===== src/rtl/btn_debounce.sv =====
// btn_debounce: two-flop synchroniser plus debounce FSM producing a clean registered level.
// Optional BTN_AUTO_REPEAT_EN adds a hold-to-repeat strobe on rpt_pulse.
module btn_debounce #(
  parameter int DEBOUNCE_CYCLES = 1000000,
  parameter int CNT_W = 20,
  parameter int REPEAT_DELAY = 50000000,
  parameter int REPEAT_PERIOD = 20000000
) (
  input  logic clk,
  input  logic rst,
  input  logic btn_in,
  output logic btn_db,
  output logic busy,
  output logic rpt_pulse
);
  typedef enum logic [1:0] {IDLE, WAIT_HI, HIGH, WAIT_LO} state_t;
  state_t state;
  logic s1, s2, done;
  logic [CNT_W-1:0] cnt;
  if (DEBOUNCE_CYCLES < 1 || DEBOUNCE_CYCLES >= (1 << CNT_W) || REPEAT_DELAY < 1 || REPEAT_PERIOD < 1) begin : g_bad
    $error("btn_debounce: illegal parameters");
  end
  assign done = cnt == CNT_W'(DEBOUNCE_CYCLES - 1);
  // btn_db and busy are written alongside the state so they are registered copies of it
  always_ff @(posedge clk) begin
    if (rst) begin
      s1 <= 1'b0;
      s2 <= 1'b0;
      state <= IDLE;
      cnt <= '0;
      btn_db <= 1'b0;
      busy <= 1'b0;
    end else begin
      s1 <= btn_in;
      s2 <= s1;
      case (state)
        IDLE: if (s2) begin
          state <= WAIT_HI;
          cnt <= '0;
          busy <= 1'b1;
        end
        WAIT_HI: if (!s2) begin
          state <= IDLE;
          cnt <= '0;
          busy <= 1'b0;
        end else if (done) begin
          state <= HIGH;
          cnt <= '0;
          busy <= 1'b0;
          btn_db <= 1'b1;
        end else cnt <= cnt + 1'b1;
        HIGH: if (!s2) begin
          state <= WAIT_LO;
          cnt <= '0;
          busy <= 1'b1;
        end
        WAIT_LO: if (s2) begin
          state <= HIGH;
          cnt <= '0;
          busy <= 1'b0;
        end else if (done) begin
          state <= IDLE;
          cnt <= '0;
          busy <= 1'b0;
          btn_db <= 1'b0;
        end else cnt <= cnt + 1'b1;
        default: state <= IDLE;
      endcase
    end
  end
`ifdef BTN_AUTO_REPEAT_EN
  localparam int RW = $clog2((REPEAT_DELAY > REPEAT_PERIOD ? REPEAT_DELAY : REPEAT_PERIOD) + 1);
  logic [RW-1:0] rcnt;
  logic armed, rhit;
  assign rhit = rcnt == (armed ? RW'(REPEAT_PERIOD - 1) : RW'(REPEAT_DELAY - 1));
  // WAIT_LO holds the count so a bounce during a long press does not restart the delay
  always_ff @(posedge clk) begin
    if (rst) begin
      rcnt <= '0;
      armed <= 1'b0;
      rpt_pulse <= 1'b0;
    end else begin
      rpt_pulse <= state == HIGH && rhit;
      if (state == HIGH) begin
        rcnt <= rhit ? '0 : rcnt + 1'b1;
        armed <= armed | rhit;
      end else if (state != WAIT_LO) begin
        rcnt <= '0;
        armed <= 1'b0;
      end
    end
  end
`else
  assign rpt_pulse = 1'b0;
`endif
endmodule


===== config.mk =====
export PLATFORM = sky130hd
export DESIGN_NAME = btn_debounce
export DESIGN_NICKNAME = d
export VERILOG_FILES = /design/src/rtl/btn_debounce.sv
export SDC_FILE = /design/constraint.sdc
export NUM_CORES = 1
export LEC_CHECK = 0
export CORE_ASPECT_RATIO = 0.8
export CORE_MARGIN = 2
export CORE_UTILIZATION = 54
export DETAILED_ROUTE_END_ITERATION = 6
export GPL_TIMING_DRIVEN = 0
export HOLD_SLACK_MARGIN = 0.06
export PLACE_DENSITY_LB_ADDON = 0.3
export SYNTH_ARGS = -nofsm -noshare
export SYNTH_HDL_FRONTEND = slang
export SYNTH_SLANG_ARGS = --single-unit
export TNS_END_PERCENT = 5

===== constraint.sdc =====
create_clock -name clk -period 2.05 [get_ports clk]
set_input_delay 0.41 -clock clk [delete_from_list [all_inputs] [get_ports clk]]
set_output_delay 0.41 -clock clk [all_outputs]
set_load 0.01 [all_outputs]

==> qor.json <==
{
  "run_status": {
    "run_status": "finished clean"
  },
  "place": {
    "detailedPlacementHpwl_um": 2110,
    "globalplace.congestion": 0.8901,
    "placedInstanceArea_um2": 1396,
    "io_buffers": 4,
    "dpl_worst_slack_ns": -0.07347,
    "dp_cells": 187
  },
  "cts": {
    "cts-htree-levels": 1,
    "numCtsBuffers": 3,
    "clock_tree_from_tritoncts": "yes",
    "cts.clk_slew.worst_paths_ns": 0.14,
    "clock_sinks": 26,
    "clock_latency_ns": 0.32,
    "cts_hold_repair.buffers": 0,
    "cts.root.buffer_cell": "sky130_fd_sc_hd__clkbuf_4",
    "cts.path.max_buffers": 2
  },
  "floorplanning": {
    "core_region_area_um2": 2382,
    "design.portCount": 6,
    "die_area_um2": 2864,
    "core.rowCount": 16,
    "start_util": 0.5551,
    "chipHeight_um": 48.27,
    "die_w_um": 59.33
  },
  "finish": {
    "final_common_cell": "sky130_fd_sc_hd__dfxtp_1",
    "finish.cell_count_without_fillers": 193,
    "finalNetCount": 171,
    "area_delta_synth_final_pct": 12.58,
    "final_cell_mix": "sky130_fd_sc_hd__dfxtp_1, sky130_fd_sc_hd__nor2_1, sky130_fd_sc_hd__nand2_1, sky130_fd_sc_hd__nand3_1, sky130_fd_sc_hd__a31oi_1",
    "antenna-diode-count": 0,
    "fin_area_um2": 1489,
    "fillCellCount": 199,
    "drive_above_1_share": 0.1506
  },
  "setup_path": {
    "required_ns": 2.26,
    "cp_launch_type": "flip-flop",
    "worst-setup-path-type": "reg2reg",
    "startpoint": "cnt[8]$_SDFFE_PP0P_",
    "crit_path_max_fanout": 10,
    "crit_arrival_ns": 2.20,
    "crit_path_end_kind": "flip-flop",
    "critical_path.reg2reg.startpoint": "cnt[8]$_SDFFE_PP0P_"
  },
  "yosys": {
    "synth-warning-count": 0,
    "netlist-cell-type-count": 45,
    "synth.cell_area_um2": 1323,
    "ys_top_cells_by_area": "sky130_fd_sc_hd__dfxtp_1, sky130_fd_sc_hd__nor2_1, sky130_fd_sc_hd__a31oi_1",
    "yosys.area.top_type": "sky130_fd_sc_hd__dfxtp_1",
    "syn_nets": 160,
    "syn_inst": 156,
    "async_reset_ff_frac": 0,
    "synth_enable_flop_cells": 0,
    "synth_flop_cell": "sky130_fd_sc_hd__dfxtp_1",
    "yosys.area.top_type_share": 0.3936,
    "synth_sequential_area_ratio": 0.3936,
    "synth.avg_cell_area_um2": 8.478,
    "ys_seq_elements": 26
  },
  "route": {
    "drc_violations": 0,
    "ant_nets": 0,
    "detail_route.iter0.violations": 83,
    "wl_um": 2940,
    "first_drt_pass_iteration_count": 4,
    "post_drt_via_cell_ratio": 6.290,
    "num_vias": 1214,
    "wl_per_cell_um": 15.23
  },
  "sta": {
    "tns_ns": 0,
    "rsz_0062_raised_after_global_routing": "yes",
    "relSlewSlack": 0.6191,
    "skew_ns": 0.003554,
    "finalHoldViolCount": 0,
    "achievable-frequency_mhz": 504.0,
    "report.final.slew_viol_count": 0,
    "period_minus_slack_ns": 1.984,
    "timing_worst_slew_pin_value_ns": 0.5692,
    "final_min_period_over_clock_period": 0.9679,
    "finalSetupViolCount": 0,
    "setup_slack_ns": 0.06584
  },
  "worst_hold_path": {
    "worst_hold_path_type": "reg2reg",
    "worst_hold_startpoint": "s1$_SDFF_PP0_"
  },
  "power_and_ir_drop": {
    "comb_pwr_share": 0.057,
    "peakVddDrop_mv": 0.4254,
    "power_switching_share": 0.2302,
    "design_power_total_uw": 827.6,
    "share_seq_of_total_power": 0.622,
    "internal_power_uw": 637.1,
    "clkPwrFrac": 0.320,
    "leakage_uw": 0.0005052,
    "switching_power_uw": 190.5,
    "power_density_nw_per_um2": 555.8
  },
  "grt": {
    "antenna_violations_before_repair": 0,
    "grt-ovfl-total": 0,
    "grt_max_degree": 15,
    "first_pass_grt_wire_length_um": 4836,
    "globalRouteTotalUtil": 0.2296,
    "vias_in_the_first_global_route": 1015
  },
  "run": {
    "cap_viol_max_count": 0
  }
}
==> critical path: stages (launching register included) <==
cell,delay [ns]
sky130_fd_sc_hd__dfxtp_1,0.39
sky130_fd_sc_hd__or4b_4,0.56
sky130_fd_sc_hd__nor4_4,0.21
sky130_fd_sc_hd__buf_4,0.19
sky130_fd_sc_hd__a211oi_4,0.11
sky130_fd_sc_hd__buf_4,0.22
sky130_fd_sc_hd__a21oi_2,0.15
sky130_fd_sc_hd__a31oi_1,0.05
==> flip-flops by register name, indices dropped and copies added (netlist names), named ones only <==
signal / flops
state: 1
s1: 1
s2: 1
busy: 1
cnt: 20
btn_db: 1
==> power groups by stage <==
stage                     Sequential, µW  Combinational [µW]  Clock (µW)
after CTS                            515                47.1         271
after floorplan                      525                29.7           0
after global placement               525                45.2           0
after global routing                 516                52.9         293
final                                515                47.4         265
after detailed placement             526                46.4           0
==> cells by family (layout without fill, tap and decap cells) <==
logic type | count (synthesis) | count (layout) | share of synthesized area
AND/OR/NAND/NOR | 77 | 77 | 0.3207
AO/OA/AOI/OAI | 37 | 37 | 0.1921
flip-flops | 26 | 26 | 0.3936
buffers and inverters | 8 | 18 | 0.03405
XOR/XNOR | 4 | 4 | 0.03217
multiplexers | 2 | 2 | 0.01514
adder cells (fa/ha/maj) | 1 | 1 | 0.009459
other | 1 | 1 | 0.002835
==> timing repair <==
action | in CTS | in global routing
setup endpoints to repair | 10 | 15
pin swaps | 2 | 2
buffers inserted | 1 | 1
hold endpoints to repair | 0 | 0
gates resized for setup | 4 | 6
==> final cells by class <==
class | count | area [µm²] | share of cell area
plain buffers | 7 | 41.29 | 0.02773
flip-flops and latches | 26 | 524.3 | 0.3521
well taps | 27 | 33.78 | 0.02269
clock buffers | 4 | 36.28 | 0.02437
inverters | 1 | 3.754 | 0.002521
multi-input cells | 122 | 794.5 | 0.5336
repair buffers | 6 | 55.05 | 0.03697
==> path summary, 6_finish.rpt <==
check / slack [ns] / cells after the start / end
max reg2reg: 0.07 / 7 / cnt[2]$_SDFFE_PP0P_
min reg2reg: 0.47 / 1 / s2$_SDFF_PP0_
min: 0.47 / 1 / s2$_SDFF_PP0_
max: 0.07 / 7 / cnt[2]$_SDFFE_PP0P_
==> synth_stat cells (all sizes together) (3+ instances only) <==
cell,count
a22o,4
a31oi,10
or3,4
nand4,5
nand2,14
nand3,12
dfxtp,26
nor2b,3
nor4,3
a21oi,10
buf,3
nor3,6
nor2,17
o21ai,4
nand2b,3
clkbuf,4
==> metal layers <==
metal,wire length [µm],track usage
met3,197,0.04775
met4,31,0.05000
met1,1379,0.3225
met5,0,0
met2,1331,0.3692
==> stage by stage <==
step	hold slack [ns]	utilization
floorplan	0.4138	-
global placement	0.4172	0.5861
detailed placement	0.4637	0.5861
CTS	0.4856	0.6166
global route	0.4962	0.6250
finish	0.4721	0.6250
Power figures use the tool's default switching activity.
